--- src/rtl/shared_reg_arbiter_pkg.sv ---
// Shared types and sizing helpers for the round-robin shared-register arbiter.
package shared_reg_arbiter_pkg;

  typedef enum logic [1:0] {
    IDLE   = 2'd0,
    WRITE  = 2'd1,
    VERIFY = 2'd2,
    DONE   = 2'd3
  } state_t;

  // Index width for n requesters; a single requester still needs one bit.
  function automatic int idx_w(input int n);
    return (n > 1) ? $clog2(n) : 1;
  endfunction

  function automatic int cnt_max(input int w);
    return (1 << w) - 1;
  endfunction

endpackage

--- src/rtl/shared_reg_arbiter_if.sv ---
// Requester and shared-register bus of the arbiter, grouped with master/slave views.
interface shared_reg_arbiter_if #(
  parameter int N     = 4,
  parameter int CNT_W = 8
);
  logic [N-1:0]     req;
  logic [N-1:0]     d_in;
  logic [N-1:0]     gnt;
  logic [N-1:0]     ack;
  logic             err;
  logic [CNT_W-1:0] err_count;
  logic             busy;
  logic             reg_en;
  logic             reg_d;
  logic             reg_q;

  modport master (
    output req, d_in, reg_q,
    input  gnt, ack, err, err_count, busy, reg_en, reg_d
  );

  modport slave (
    input  req, d_in, reg_q,
    output gnt, ack, err, err_count, busy, reg_en, reg_d
  );
endinterface

--- src/rtl/shared_reg_arbiter_rr_pick.sv ---
// Combinational round-robin picker: first set request at or after ptr, wrapping at N.
module rr_pick
  import shared_reg_arbiter_pkg::*;
#(
  parameter int N     = 4,
  parameter int IDX_W = idx_w(N)
) (
  input  logic [N-1:0]     req,
  input  logic [IDX_W-1:0] ptr,
  output logic             valid,
  output logic [IDX_W-1:0] winner
);

  logic [IDX_W-1:0] cand;

  always_comb begin
    valid  = 1'b0;
    winner = '0;
    cand   = '0;
    for (int k = 0; k < N; k++) begin
      cand = IDX_W'((int'(ptr) + k) % N);
      if (!valid && req[cand]) begin
        valid  = 1'b1;
        winner = cand;
      end
    end
  end

endmodule

--- src/rtl/shared_reg_arbiter.sv ---
// Serialises N requesters onto one enabled D register: write, read back, acknowledge.
module shared_reg_arbiter
  import shared_reg_arbiter_pkg::*;
#(
  parameter int N     = 4,
  parameter int CNT_W = 8
) (
  input logic                 clk,
  input logic                 rst,
  shared_reg_arbiter_if.slave bus
);

  localparam int               IDX_W   = idx_w(N);
  localparam logic [CNT_W-1:0] CNT_MAX = CNT_W'(cnt_max(CNT_W));

  state_t           state_q, state_d;
  logic [IDX_W-1:0] ptr_q, ptr_d, idx_q, idx_d, pick_idx;
  logic             dat_q, dat_d, pick_valid;
  logic [N-1:0]     gnt_q, gnt_d, ack_q, ack_d;
  logic             err_q, err_d, busy_q, busy_d;
  logic             reg_en_q, reg_en_d, reg_d_q, reg_d_d;
  logic [CNT_W-1:0] cnt_q, cnt_d;

  rr_pick #(.N(N), .IDX_W(IDX_W)) u_pick (
    .req    (bus.req),
    .ptr    (ptr_q),
    .valid  (pick_valid),
    .winner (pick_idx)
  );

  // Outputs are computed for the state being entered and registered with it.
  // NOTE: every signal driven here gets a default first, so no path can infer a latch.
  always_comb begin
    state_d  = state_q;
    ptr_d    = ptr_q;
    idx_d    = idx_q;
    dat_d    = dat_q;
    cnt_d    = cnt_q;
    gnt_d    = '0;
    ack_d    = '0;
    err_d    = 1'b0;
    busy_d   = 1'b0;
    reg_en_d = 1'b0;
    reg_d_d  = 1'b0;
    unique case (state_q)
      IDLE: begin
        if (pick_valid) begin
          state_d         = WRITE;
          idx_d           = pick_idx;
          dat_d           = bus.d_in[pick_idx];
          gnt_d[pick_idx] = 1'b1;
          busy_d          = 1'b1;
          reg_en_d        = 1'b1;
          reg_d_d         = bus.d_in[pick_idx];
        end
      end
      WRITE: begin
        state_d      = VERIFY;
        gnt_d[idx_q] = 1'b1;
        busy_d       = 1'b1;
        reg_d_d      = dat_q;
      end
      VERIFY: begin
        state_d      = DONE;
        gnt_d[idx_q] = 1'b1;
        ack_d[idx_q] = 1'b1;
        busy_d       = 1'b1;
        reg_d_d      = dat_q;
        err_d        = (bus.reg_q != dat_q);
        if (err_d && (cnt_q != CNT_MAX)) cnt_d = cnt_q + 1'b1;
      end
      DONE: begin
        state_d = IDLE;
        ptr_d   = (idx_q == IDX_W'(N - 1)) ? '0 : idx_q + 1'b1;
      end
      default: state_d = IDLE;
    endcase
  end

  // NOTE: non-blocking assignments so every flop samples the same pre-edge values.
  always_ff @(posedge clk or posedge rst) begin
    if (rst) begin
      state_q  <= IDLE;
      ptr_q    <= '0;
      idx_q    <= '0;
      dat_q    <= 1'b0;
      cnt_q    <= '0;
      gnt_q    <= '0;
      ack_q    <= '0;
      err_q    <= 1'b0;
      busy_q   <= 1'b0;
      reg_en_q <= 1'b0;
      reg_d_q  <= 1'b0;
    end else begin
      state_q  <= state_d;
      ptr_q    <= ptr_d;
      idx_q    <= idx_d;
      dat_q    <= dat_d;
      cnt_q    <= cnt_d;
      gnt_q    <= gnt_d;
      ack_q    <= ack_d;
      err_q    <= err_d;
      busy_q   <= busy_d;
      reg_en_q <= reg_en_d;
      reg_d_q  <= reg_d_d;
    end
  end

  assign bus.gnt       = gnt_q;
  assign bus.ack       = ack_q;
  assign bus.err       = err_q;
  assign bus.err_count = cnt_q;
  assign bus.busy      = busy_q;
  assign bus.reg_en    = reg_en_q;
  assign bus.reg_d     = reg_d_q;

endmodule

--- src/flat_wrapper.sv ---
// flat-port wrapper written by rule: the top's interface ports become plain ports
module shared_reg_arbiter_flat import shared_reg_arbiter_pkg::*;
#(
  parameter int N     = 4,
  parameter int CNT_W = 8
)
  (clk, rst, bus_req, bus_d_in, bus_reg_q, bus_gnt, bus_ack, bus_err, bus_err_count, bus_busy, bus_reg_en, bus_reg_d);
  shared_reg_arbiter_if #(.N(N), .CNT_W(CNT_W)) bus_i ();
  input logic clk;
  input logic rst;
  input wire logic [$bits(bus_i.req)-1:0] bus_req;
  input wire logic [$bits(bus_i.d_in)-1:0] bus_d_in;
  input wire logic [$bits(bus_i.reg_q)-1:0] bus_reg_q;
  output wire logic [$bits(bus_i.gnt)-1:0] bus_gnt;
  output wire logic [$bits(bus_i.ack)-1:0] bus_ack;
  output wire logic [$bits(bus_i.err)-1:0] bus_err;
  output wire logic [$bits(bus_i.err_count)-1:0] bus_err_count;
  output wire logic [$bits(bus_i.busy)-1:0] bus_busy;
  output wire logic [$bits(bus_i.reg_en)-1:0] bus_reg_en;
  output wire logic [$bits(bus_i.reg_d)-1:0] bus_reg_d;
  assign bus_i.req = bus_req;
  assign bus_i.d_in = bus_d_in;
  assign bus_i.reg_q = bus_reg_q;
  assign bus_gnt = bus_i.gnt;
  assign bus_ack = bus_i.ack;
  assign bus_err = bus_i.err;
  assign bus_err_count = bus_i.err_count;
  assign bus_busy = bus_i.busy;
  assign bus_reg_en = bus_i.reg_en;
  assign bus_reg_d = bus_i.reg_d;
  shared_reg_arbiter #(.N(N), .CNT_W(CNT_W)) u_core (.clk(clk), .rst(rst), .bus(bus_i));
endmodule
--- config.mk ---
export PLATFORM = sky130hd
export DESIGN_NAME = shared_reg_arbiter_flat
export DESIGN_NICKNAME = d
export VERILOG_FILES = /design/src/rtl/shared_reg_arbiter_pkg.sv /design/src/rtl/shared_reg_arbiter_if.sv /design/src/rtl/shared_reg_arbiter_rr_pick.sv /design/src/rtl/shared_reg_arbiter.sv /design/src/flat_wrapper.sv
export SDC_FILE = /design/constraint.sdc
export NUM_CORES = 1
export LEC_CHECK = 0
export BUFFER_PORTS_ARGS = -buffer_cell sky130_fd_sc_hd__buf_4
export CAP_MARGIN = 30
export CORE_MARGIN = 3
export CORE_UTILIZATION = 47
export DETAILED_ROUTE_END_ITERATION = 8
export PLACE_DENSITY_LB_ADDON = 0.05
export SLEW_MARGIN = 5
export SYNTH_ARGS = -nofsm -noshare
export SYNTH_HDL_FRONTEND = slang
export SYNTH_SLANG_ARGS = --single-unit
export TNS_END_PERCENT = 50
--- constraint.sdc ---
create_clock -name clk -period 1.55 [get_ports clk]
set_clock_uncertainty 0.2 [all_clocks]
set_input_delay 0.155 -clock clk [delete_from_list [all_inputs] [get_ports clk]]
set_output_delay 0.155 -clock clk [all_outputs]
set_load 0.02 [all_outputs]
==> impl_summary.md <==
Drt
For this run, the detailed router's first-pass iteration total came to 4. The routed via count is 1092. After detailed routing, the average wire length per cell comes to 13.6 µm.

The detailed router finished its first iteration with 32 violations. Summed over all layers, the routed wires come to 2840 µm. In the routed layout, each cell is associated on average with a via count of 5.22. Once detail routing completed, the nets flagged for antenna violations numbered 0. In the routed design, unresolved DRC markers number 0.

GRT
The largest net degree at the start of global routing is 18. The combined global-route utilization of all metal layers is 17.5%. The total congestion overflow is 0.

The initial antenna violation count is 0. The global-route wire length before repair is 4630 µm. The via count of the first global-routing pass is 1019.

Timing
The slew at the pin closest to its max-slew limit is 467 ps. The share of the clock period used by the worst path after layout is 110%. The final hold violation count was 1. Setup repair after global routing could not meet its margin everywhere. The final number of max-transition violations was 0. For the finished layout, the period the worst path requires is 1710 ps.

Headroom to the max-slew limit came out at 68.9%. The final setup violation count is 11. Adding up every negative setup slack in the final design gives -887 ps. The upper clock frequency limit is 586 MHz.

On the final layout, the worst hold slack is -18.5 ps. Once routing completed, OpenROAD measured the worst setup slack at -158 ps.

Critical path
The required arrival time at the worst endpoint is 1590 ps. In this run the worst path has a maximum fanout of 5. The critical path is of the reg -> reg type. The startpoint class of the critical path is a flop. The critical path capture point type is a flop.

The arrival time of data at the critical path endpoint is 1740 ps.

Clock tree
TritonCTS built the clock tree. CTS placed an instance of sky130_fd_sc_hd__clkbuf_4 at the clock tree root. After clock tree synthesis, the clock-pin slew on the worst setup and hold paths is 140 ps. CTS built an H-tree with a depth of 1.

The hold buffer count at CTS is 3. Counting every sink on the clock net gives 27. For the worst-skew pair, the clock arrives at the later sink with an insertion delay of 310 ps. Counting the buffers created by CTS gives 3. The maximum buffer depth of the clock tree is 2.

Yosys
In the synthesized netlist, the number of instances is 117. The netlist area before placement is 1290 µm². The flip-flop and latch count after synthesis is 27. The synthesized design spends more area on one cell type than any other, namely sky130_fd_sc_hd__dfrtp_1.

The most used flip-flop cell after synthesis is sky130_fd_sc_hd__dfrtp_1. Synthesis instantiated 37 different standard cells from the library. For this run, asynchronously set or reset flops after synthesis account for 100%. The sequential element share of the synthesized area is 52.3%. The top cell type's share of synthesized area is 52.3%. Yosys printed 0 warnings. Sorting the synthesized cells by area gives the leading types as sky130_fd_sc_hd__dfrtp_1 52%, sky130_fd_sc_hd__ha_1 7.8%, sky130_fd_sc_hd__nand2_1 2.9%. The mean post-synth cell area is 11.0 µm². The synthesized design contains 0 enable-type register cells. The net count after synthesis is 136.

Die
The row count is 18. From left edge to right edge, the die measures 58.4 µm. The overall die area is 3410 µm². The overall die height is 58.4 µm. For this design the top-level I/O count stands at 31. The starting density of the core is 50.7%.

The region available for standard cell placement spans 2540 µm².

Place
The HPWL after detailed placement is 2110 µm. The instance area after placement is 1770 µm². The routability congestion estimate from global placement is 0.919. The count of buffers added on input and output ports is 30.

Min path
The worst hold path class is in -> reg.

Outcome
The final reports fail on hold timing, setup timing. The run finished, with violations left.

Power
Summed over all cells, the static leakage comes to 0.000944 µW. VDD sags by at most 0.00125 V. For this design the ratio of total power to cell area is 1860 nW/µm².

Final layout
The number of nets in the layout is 199. The finished cells cover 1910 µm². The leading cell type in the layout, fill and taps excluded is sky130_fd_sc_hd__buf_4. 0 antenna diodes ended up in the layout. The top cell types in the final layout, fill and taps aside, are 53 x sky130_fd_sc_hd__buf_4, 22 x sky130_fd_sc_hd__dfrtp_1, 10 x sky130_fd_sc_hd__nand2_1, 9 x sky130_fd_sc_hd__nor2_1. The fraction of layout instances using a drive strength above 1 is 48.6%. Once layout is complete, the utilization of the core stands at 75.0%. Relative to the synthesized area, the layout overhead comes to 47.8%.

Job
The reported max-cap violation count is 0.
==> cell type report <==
type | instances | area [µm²]
flip-flops and latches | 27 | 682
clock buffers | 4 | 26.3
inverters | 7 | 26.3
multi-input cells | 81 | 654
well taps | 30 | 37.5
fillers | 184 | 637
repair buffers | 60 | 482
==> logic make-up (layout without fill, tap and decap cells) <==
logic type / count (synthesis) / count (layout) / share of synthesized area [%]
compound gates: 15 / 15 / 8.14
flops: 27 / 27 / 52.3
simple gates: 45 / 45 / 19.0
buf+inv: 9 / 71 / 3.20
xor+xnor: 8 / 8 / 5.43
fa+ha+maj: 8 / 8 / 7.75
mux: 5 / 5 / 4.17
==> Yosys cell counts (2+ instances only) <==
master,n
sky130_fd_sc_hd__nand3b_1,4
sky130_fd_sc_hd__nor2_1,10
sky130_fd_sc_hd__mux2_2,2
sky130_fd_sc_hd__ha_1,8
sky130_fd_sc_hd__dfrtp_1,27
sky130_fd_sc_hd__a21oi_1,2
sky130_fd_sc_hd__xnor2_1,4
sky130_fd_sc_hd__xor2_1,4
sky130_fd_sc_hd__nand4_1,4
sky130_fd_sc_hd__nand2_1,10
sky130_fd_sc_hd__inv_1,6
sky130_fd_sc_hd__o21ai_1,2
sky130_fd_sc_hd__and2_1,5
sky130_fd_sc_hd__or3_1,2
sky130_fd_sc_hd__nand2b_1,3
sky130_fd_sc_hd__mux2i_1,2
sky130_fd_sc_hd__a31oi_1,2
==> layer usage <==
layer | vias to the layer above | global-route usage (%) | wire (µm)
li1 | 528 | - | -
met1 | 527 | 24.8 | 1260
met2 | 35 | 27.9 | 1400
met3 | 2 | 3.07 | 170
met4 | 0 | 4.30 | 13
met5 | - | 0 | 0
==> metrics by stage <==
step                      power [µW]  instances  setup slack [ps]
after detailed placement        3090        199              -167
after global placement          3020        199             -81.6
final                           3550        209              -158
after global routing            3830        209              -225
after floorplan                 2260        117              -133
after CTS                       3450        208              -162
==> where the power goes <==
group	total [µW]	switching (µW)	internal [µW]	leakage (µW)
Sequential	1170	185	983	0.000342
Combinational	2080	1030	1050	0.000588
Clock	296	195	100	0.0000150
Total	3550	1410	2140	0.000944
==> worst paths after layout <==
check	start	end	slack (ps)	cells after the start
worst max-delay path	u_core.ptr_q[0]	u_core.bus.reg_d	-160	5
worst min-delay path	bus_reg_q	u_core.bus.err	-20	3
worst min register to register	u_core.bus.err_count[7]	u_core.bus.err_count[7]	350	1
max in group asynchronous	rst	u_core.ptr_q[1]	490	4
worst max register to register	u_core.ptr_q[0]	u_core.bus.reg_d	-160	5
min in group asynchronous	rst	u_core.bus.err_count[5]	200	3
==> what timing repair did <==
action | in CTS | in global routing
setup endpoints to repair | 11 | 14
endpoints found under the hold margin | 29 | 1
pin swaps | 10 | 5
buffers inserted | 2 | 1
resized for setup | 5 | 11
==> flip-flops by register name, summed over array words and instances (netlist names) <==
register / count
u_core.idx_q: 2
u_core.bus.gnt: 4
u_core.dat_q: 1
u_core.bus.err_count: 8
u_core.bus.reg_d: 1
u_core.bus.reg_en: 1
u_core.bus.busy: 1
u_core.state_q: 2
u_core.bus.err: 1
u_core.bus.ack: 4
u_core.ptr_q: 2
==> worst max-delay path, cell delays in order (launching register included) <==
cell and delay [ps]:
sky130_fd_sc_hd__dfrtp_1 450, sky130_fd_sc_hd__nor3b_1 160, sky130_fd_sc_hd__a211oi_1 220, sky130_fd_sc_hd__nor2_2 110
sky130_fd_sc_hd__or3_1 320, sky130_fd_sc_hd__o221ai_1 180
Note: power is estimated with default switching activity, not from simulation.
